$ cat config.mk
export PLATFORM = sky130hd
export DESIGN_NAME = lcd_busy_poller
export DESIGN_NICKNAME = d
export VERILOG_FILES = /design/src/rtl/lcd_busy_poller.sv
export SDC_FILE = /design/constraint.sdc
export NUM_CORES = 1
export LEC_CHECK = 0
export CORE_MARGIN = 8
export CORE_UTILIZATION = 53
export CTS_CLUSTER_DIAMETER = 100
export CTS_CLUSTER_SIZE = 8
export DETAILED_ROUTE_END_ITERATION = 10
export PLACE_DENSITY = 0.78
export SYNTH_ARGS = -nofsm -noshare
export SYNTH_HDL_FRONTEND = slang
export SYNTH_SLANG_ARGS = --single-unit
$ cat constraint.sdc
create_clock -name clk -period 2.2 [get_ports clk]
set_input_delay 0.22 -clock clk [delete_from_list [all_inputs] [get_ports clk]]
set_output_delay 0.22 -clock clk [all_outputs]
set_load 0.02 [all_outputs]
$ cat src/rtl/lcd_busy_poller.sv
// Purpose : HD44780 busy-flag poller. Issues RS=0/RW=1 read cycles with timed E pulses,
//           samples DB7 (busy) and DB6..0 (address counter), repolls until not-busy or MAX_POLLS.
// Latency : done in cycle T_AS+T_PW+T_H+1 after start; each extra poll adds 1+T_GAP+T_AS+T_PW+T_H.
// Backpr. : start is accepted only while ready=1; requests while busy are dropped, not queued.
//
// Ports:
//   clk, reset            clock, synchronous active-high reset
//   start                 poll request (sampled in IDLE only)
//   data_in[7:0]          LCD DB7..DB0 from the pads
//   RS, RW, E             LCD control lines (RS fixed at 0)
//   bus_read              1 = pads released, LCD drives DB
//   ready                 1 while IDLE
//   done, timeout         single-cycle completion pulses (mutually exclusive)
//   addr_cnt[6:0]         DB6..DB0 from the most recent read
module lcd_busy_poller #(
  parameter int T_AS      = 2,
  parameter int T_PW      = 12,
  parameter int T_H       = 2,
  parameter int T_GAP     = 4,
  parameter int MAX_POLLS = 255
) (
  input  logic       clk,
  input  logic       reset,
  input  logic       start,
  input  logic [7:0] data_in,
  output logic       RS,
  output logic       RW,
  output logic       E,
  output logic       bus_read,
  output logic       ready,
  output logic       done,
  output logic       timeout,
  output logic [6:0] addr_cnt
);

  typedef enum logic [2:0] {
    IDLE  = 3'd0,
    SETUP = 3'd1,
    EHIGH = 3'd2,
    HOLD  = 3'd3,
    CHECK = 3'd4,
    GAP   = 3'd5
  } state_t;

  // Timer reload values: a phase of N cycles loads N-1 and leaves when it reads 0.
  localparam logic [7:0] AS_LD   = 8'(T_AS - 1);
  localparam logic [7:0] PW_LD   = 8'(T_PW - 1);
  localparam logic [7:0] H_LD    = 8'(T_H - 1);
  localparam logic [7:0] GAP_LD  = 8'(T_GAP - 1);
  localparam logic [7:0] LAST_PL = 8'(MAX_POLLS - 1);

  state_t     state;
  logic [7:0] timer;
  logic [7:0] poll_cnt;
  logic       busy_q;

  // Only the instruction register is ever read.
  assign RS = 1'b0;

  always_ff @(posedge clk) begin
    if (reset) begin
      state    <= IDLE;
      timer    <= 8'd0;
      poll_cnt <= 8'd0;
      busy_q   <= 1'b0;
      RW       <= 1'b0;
      E        <= 1'b0;
      bus_read <= 1'b0;
      ready    <= 1'b1;
      done     <= 1'b0;
      timeout  <= 1'b0;
      addr_cnt <= 7'd0;
    end else begin
      done    <= 1'b0;
      timeout <= 1'b0;
      case (state)
        IDLE: begin
          if (start) begin
            state    <= SETUP;
            timer    <= AS_LD;
            poll_cnt <= 8'd0;
            RW       <= 1'b1;
            bus_read <= 1'b1;
            ready    <= 1'b0;
          end
        end
        SETUP: begin
          if (timer == 8'd0) begin
            state <= EHIGH;
            timer <= PW_LD;
            E     <= 1'b1;
          end else begin
            timer <= timer - 8'd1;
          end
        end
        EHIGH: begin
          // The edge that drops E is the sample point for the read data.
          if (timer == 8'd0) begin
            state    <= HOLD;
            timer    <= H_LD;
            E        <= 1'b0;
            busy_q   <= data_in[7];
            addr_cnt <= data_in[6:0];
          end else begin
            timer <= timer - 8'd1;
          end
        end
        HOLD: begin
          // Pulses are registered here so they are visible during the CHECK cycle.
          if (timer == 8'd0) begin
            state   <= CHECK;
            done    <= ~busy_q;
            timeout <= busy_q && (poll_cnt == LAST_PL);
          end else begin
            timer <= timer - 8'd1;
          end
        end
        CHECK: begin
          if (!busy_q || (poll_cnt == LAST_PL)) begin
            state    <= IDLE;
            RW       <= 1'b0;
            bus_read <= 1'b0;
            ready    <= 1'b1;
          end else begin
            state    <= GAP;
            timer    <= GAP_LD;
            poll_cnt <= poll_cnt + 8'd1;
          end
        end
        GAP: begin
          if (timer == 8'd0) begin
            state <= SETUP;
            timer <= AS_LD;
          end else begin
            timer <= timer - 8'd1;
          end
        end
        default: begin
          state    <= IDLE;
          RW       <= 1'b0;
          E        <= 1'b0;
          bus_read <= 1'b0;
          ready    <= 1'b1;
        end
      endcase
    end
  end

endmodule

==> results.md, run 1 <==
- Total CTS buffers: 5
- # port buffers: 23
- Post-synth ARST share: 0
- DRT iter0 DRCs: 98
- First-pass GRT wire length: 6.59 mm
- LEAKAGE: 0.000720 µW
- TritonCTS clock tree: done
- Worst Setup Start Kind: register
- Site Rows: 20
- Final #Nets: 241
- Switch share: 0.433
- Kind of critical path: reg -> reg
- Later-pin clock latency in the skew report: 330 ps
- GRT Total Usage: 0.155
- Inst Count DP: 263
- Final instance area: 2030 µm²
- Crit end category: register
- Worst slew pin tran: 621 ps
- Area fraction in compound gates after synthesis: 0.167
- Number of global-route vias before repair: 1527
- Ys Warns: 0
- Mux share of post-synthesis cell area: 0.0593
- EDFF count, synth: 0
- Internal: 1340 µW
- Mapped Cells: 202
- Max cap viols: 0
- Worst setup margin: 117 ps
- Non-filler cells, final: 271
- Share of layout cells above drive strength 1: 0.110
- Slowest-stage cell, CP: or3b_2
- Status: completed
- Starting Density: 0.560
- Clock group share of total power: 0.138
- P per Cell Area: 1160 nW/µm²
- Rel. slew slack: 0.582
- Inserted Diodes: 0
- Largest net degree at the start of global routing: 16
- Area grow syn2layout: 18.9%
- Largest family of logic cells by synthesized area: simple AND/OR/NAND/NOR gates
- Fin. max-slew vios: 0
- WL/cell: 14.3 µm
- Sequential power share: 0.342
- GP Congestion: 0.883
- # setup viols final: 0
- Final min period: 2080 ps
- Final-report hold violation count: 0
- Die Span X: 72.8 µm
- Final Cycle Share: 0.947
- Final WL: 3.87 mm
- Detailed Place HPWL: 2.96 mm
- H-tree depth: 2
- Ports: 25
- CP arrival: 2360 ps
- Antenna violation net count after detailed routing: 0
- Cts hold-fix bufs: 0
- Peak VDD IR: 750 µV
- Root Buffer: clkbuf_4
- Post-Synth XOR/XNOR Area: 0.0358
- Die area: 5300 µm²
- Avg Vias per Cell: 5.74
- Bufs on Longest Clock Path: 2
- Std-Cell Core Area: 3050 µm²
- Clock skew: 7.43 ps
- Syn_nets: 217
- Crit-path max FO: 5
- Most used cells in the layout excluding fill and tap cells: dfxtp_1 (32), nor2_1 (27), clkdlybuf4s50_1 (23)
- Worst path bufs/invs: 1
- Comb pwr share: 0.520
- Synth Register Bits: 32
- Synth cell types: 54
- Fraction of the yosys area taken by sequential cells: 0.375
- Synth Area in Adders: 0.0293
- Mean Syn Cell Area: 8.47 µm²
- Class of the worst hold path: reg -> reg
- Top FF cell, synth: dfxtp_1
- Number of antenna violations at the first check in global routing: 0
- Mapped Area: 1710 µm²
- Hold WS: 485 ps
- GRT overflow: 0
- TNS Setup: 0 ps
- Dpl cell area: 1970 µm²
- Clock Pin Slew Worst Setup and Hold Paths: 100 ps
- Clk sink count: 32
- Vias post-DR: 1556
- Residual DRC count: 0
- CP peak stage delay: 520 ps
- Post-Synth Simple-Gate Area: 0.277
- Place WS: 157 ps
- CP required: 2470 ps
- RSZ-0062 raised after global routing: false
- Most common cell after layout, fill and taps aside: dfxtp_1
- Fmax: 480 MHz
- Worst path top cell family by delay: simple AND/OR/NAND/NOR gates
- NetSw: 1020 µW
- Cell Chain, Critical Path: inv_1 > ha_1 > or3b_2 > nor2_4 > nor2_1 > or4_1 > a21oi_1
- Die Ht: 72.8 µm
- Pre-Repair DR Iteration Count: 4
registers in the layout, summed over array words and instances (netlist names):
name and count:
E 1, addr_cnt 7, bus_read 1, busy_q 1, done 1, poll_cnt 8, ready 1, state 3
timeout 1, timer 8
layout make-up:
type                       instances  area, µm²
inverter                           7       26.3
clock inverter                     3       18.8
timing repair buffer              29        275
tap                               44       55.1
multi-input combinational        151        981
sequential                        32        641
fill                             280       1020
clock buffer                       5       37.5
logic make-up (layout without fill, tap and decap cells):
kind of cell,Yosys count,after routing
muxes,10,10
other,1,1
adders and majority gates,4,4
DFF,32,32
buffers and inverters,19,44
xor gates and xnor gates,7,7
and+or+nand+nor,88,88
AOI/OAI and AO/OA,41,41
worst register-to-register path, stage by stage, from the launching register on:
cell,delay (ps)
dfxtp_1,360
inv_1,110
ha_1,180
or3b_2,520
nor2_4,170
nor2_1,60
or4_1,500
a21oi_1,140
layer usage:
metal / routed length [µm] / vias up / GRT usage
li1: - / 767 / -
met2: 1820 / 43 / 0.255
met1: 1650 / 740 / 0.164
met4: 45 / 0 / 0.0578
met5: 0 / - / 0
met3: 352 / 6 / 0.0824
metrics by stage:
step | utilization | total power, µW
floorplan | - | 1730
global placement | 0.646 | 1990
detailed placement | 0.646 | 2030
CTS | 0.665 | 2360
global route | 0.666 | 2540
finish | 0.666 | 2360
final timing paths:
kind / from / to / slack, ps / cells after the start
hold reg to reg: ready / ready / 480 / 2
setup reg to reg: timer[0] / E / 120 / 7
setup / recovery: timer[0] / E / 120 / 7
hold / removal: ready / ready / 480 / 2
power groups by stage:
stage | Combinational, µW | Sequential [µW] | Clock [µW]
after detailed placement | 1210 | 817 | 0
final | 1230 | 808 | 327
after global routing | 1350 | 824 | 364
after floorplan | 919 | 812 | 0
after CTS | 1220 | 803 | 337
after global placement | 1180 | 811 | 0
timing repair:
item,4_1_cts,5_1_grt
setup buffers,0,0
resized for setup,0,1
setup endpoints to repair,0,1
synthesized netlist by cell type (2+ instances only):
cell | number | area (µm²)
xor2_1 | 2 | 17.5
o31ai_1 | 2 | 15.0
o211ai_1 | 4 | 30.0
or4_1 | 2 | 15.0
nand2b_1 | 3 | 18.8
dfxtp_1 | 32 | 641
xnor2_1 | 5 | 43.8
nand2_1 | 14 | 52.6
a21oi_1 | 9 | 45.0
a211oi_1 | 3 | 22.5
buf_4 | 2 | 15.0
nor2b_1 | 4 | 25.0
or3_1 | 2 | 12.5
nor3_1 | 7 | 35.0
ha_1 | 4 | 50.1
o21ai_0 | 5 | 25.0
nand3_1 | 9 | 45.0
buf_2 | 6 | 30.0
o21a_1 | 2 | 15.0
clkbuf_1 | 3 | 11.3
nor2_1 | 27 | 101
mux2i_1 | 9 | 90.1
nand4_1 | 2 | 12.5
o21bai_1 | 2 | 15.0
inv_1 | 7 | 26.3
nor4_1 | 3 | 18.8
a311oi_1 | 3 | 26.3
a31oi_1 | 3 | 18.8
Note: power is estimated with default switching activity, not from simulation.
==> run 2: changes to the inputs <==
CELL_PAD_IN_SITES_DETAIL_PLACEMENT = 2   (was default)
CELL_PAD_IN_SITES_GLOBAL_PLACEMENT = 2   (was default)
CORE_UTILIZATION = 32   (was 53)
PLACE_DENSITY = default   (was 0.78)
PLACE_DENSITY_LB_ADDON = 0.1   (was default)
==> results.md, run 2 (synthesized netlist as in run 1, its figures left out) <==
- Met1 wire length: 2.36 mm (+43%)
- Cts hold-fix bufs: 0 (unchanged)
- Detailed Place HPWL: 4.13 mm (+39%)
- Residual DRC count: 0 (unchanged)
- Worst slew pin tran: 562 ps (-58.7 ps)
- First-pass GRT wire length: 9.21 mm (+40%)
- LEAKAGE: 0.000758 µW (+5.3%)
- CP required: 2370 ps (-100 ps)
- Clock Pin Slew Worst Setup and Hold Paths: 70 ps (-30 ps)
- GP Congestion: 0.847 (-4.0%)
- Peak VDD IR: 426 µV (-43%)
- Rel. slew slack: 0.624 (+0.0413)
- Worst Setup Start Kind: register
- Vias post-DR: 1612 (+3.6%)
- Die area: 7940 µm² (+50%)
- Root Buffer: clkbuf_8
- Final Cycle Share: 0.944 (-0.00230)
- Antenna violation net count after detailed routing: 0 (unchanged)
- TritonCTS clock tree: done
- Number of antenna violations at the first check in global routing: 0 (unchanged)
- Starting Density: 0.333 (-0.227)
- CP arrival: 2250 ps (-110 ps)
- WL/cell: 18.0 µm (+26%)
- Number of global-route vias before repair: 1792 (+17%)
- Fmax: 481 MHz (+0.24%)
- Share of layout cells above drive strength 1: 0.134 (+0.0235)
- H-tree depth: 2 (unchanged)
- Cell Chain, Critical Path: or4_4 > nor4b_2 > nor3b_2 > buf_4 > mux2i_1 > nor2_1
- RSZ-0062 raised after global routing: false
- GRT Total Usage: 0.152 (-0.00362)
- Crit end category: register
- Pre-Repair DR Iteration Count: 4 (unchanged)
- Worst setup margin: 122 ps (+5.05 ps)
- Area grow syn2layout: 26.0%
- FF+latch area: 641 µm² (unchanged)
- Class of the worst hold path: reg -> reg
- Top flop regs: poll_cnt x8, timer x8, addr_cnt x7
- TNS Setup: 0 ps (unchanged)
- Most used cells in the layout excluding fill and tap cells: dfxtp_1 (32), nor2_1 (27), clkdlybuf4s50_1 (23)
- Std-Cell Core Area: 5140 µm² (+68%)
- Place WS: 58.3 ps (-98.6 ps)
- Max cap viols: 0 (unchanged)
- Final min period: 2080 ps (-5.05 ps)
- Met3 Routed Length: 218 µm (-38%)
- Status: completed
- Die Ht: 89.1 µm (+22%)
- Avg Vias per Cell: 5.34 (-7.0%)
- DRT iter0 DRCs: 37 (-62%)
- Inserted Diodes: 0 (unchanged)
- Clk sink count: 32 (unchanged)
- Core Util, Final: 0.419 (-0.247)
- CP peak stage delay: 620 ps (+100 ps)
- Met2 WL: 2.74 mm (+50%)
- Layout fillers: 593 (+110%)
- Ports: 25 (unchanged)
- GRT overflow: 0 (unchanged)
- Die Span X: 89.1 µm (+22%)
- Footprint of the multi-input gates: 997 µm² (+1.7%)
- Final #Nets: 246 (+2.1%)
- Crit-path max FO: 8 (+3)
- Later-pin clock latency in the skew report: 290 ps (-40 ps)
- Largest net degree at the start of global routing: 14 (-2)
- Clock skew: 7.87 ps (+0.436 ps)
- Kind of critical path: reg -> reg
- Slowest-stage cell, CP: or4_4
- Fin. max-slew vios: 0 (unchanged)
- Site Rows: 26 (+30%)
- Most common cell after layout, fill and taps aside: dfxtp_1
- P per Cell Area: 1270 nW/µm² (+9.1%)
- Dpl cell area: 2030 µm² (+2.8%)
- Final-report hold violation count: 0 (unchanged)
- # setup viols final: 0 (unchanged)
- # port buffers: 23 (unchanged)
- Total CTS buffers: 5 (unchanged)
- Final WL: 5.42 mm (+40%)
- Uppermost layer routed: met4
- Final instance area: 2150 µm² (+5.9%)
- Bufs on Longest Clock Path: 2 (unchanged)
==> run 2: changes by cell type in the layout (fill, tap and decap cells not counted), moves of 2 or more <==
| cell | before | now |
|---|---|---|
| clkinv_2 | 2 | 0 |
| buf_4 | 6 | 11 |
| clkbuf_8 | 0 | 6 |
| clkbuf_1 | 0 | 2 |
| clkbuf_4 | 5 | 0 |
==> run 2: path summary, 6_finish.rpt <==
check,depth (start not counted),from,slack (ps),to
setup / recovery,6,timer[2],120,addr_cnt[0]
hold / removal,2,ready,470,ready
setup reg to reg,6,timer[2],120,addr_cnt[0]
hold reg to reg,2,ready,470,ready
==> run 2: routing by layer <==
| layer | track usage | vias up |
|---|---|---|
| li1 | - | 776 |
| met1 | 0.174 | 796 |
| met2 | 0.260 | 30 |
| met3 | 0.0414 | 10 |
| met4 | 0.0619 | 0 |
| met5 | 0 | - |
==> run 2: final cells by class <==
| class | instances | area share |
|---|---|---|
| Multi-Input combinational cell | 151 | 0.463 |
| Clock buffer | 8 | 0.0418 |
| Timing Repair Buffer | 34 | 0.145 |
| Inverter | 7 | 0.0122 |
| Tap cell | 70 | 0.0407 |
| Sequential cell | 32 | 0.297 |
==> run 2: repair_timing <==
| item | in CTS | in global routing |
|---|---|---|
| buffers inserted | 0 | 2 |
| gates resized for setup | 0 | 8 |
| endpoints found under the setup margin | 0 | 5 |
==> run 2: per-stage QoR <==
step / hold slack, ps / power, µW / std cells
4_1_cts: 482 / 2660 / 300
5_1_grt: 542 / 2950 / 302
2_1_floorplan: 367 / 1730 / 202
3_5_place_dp: 461 / 2160 / 292
6_report: 473 / 2730 / 302
3_3_place_gp: 459 / 2090 / 292
==> run 2: power breakdown <==
part | switching [µW] | internal [µW]
Sequential | 152 | 684
Combinational | 786 | 637
Clock | 217 | 255
Total | 1160 | 1580
==> run 2: worst max-delay path, delay by kind of cell (launching register included) <==
family,cells,cell delay [ps]
buf+inv,1,210
flops,1,360
mux,1,230
simple gates,4,1160
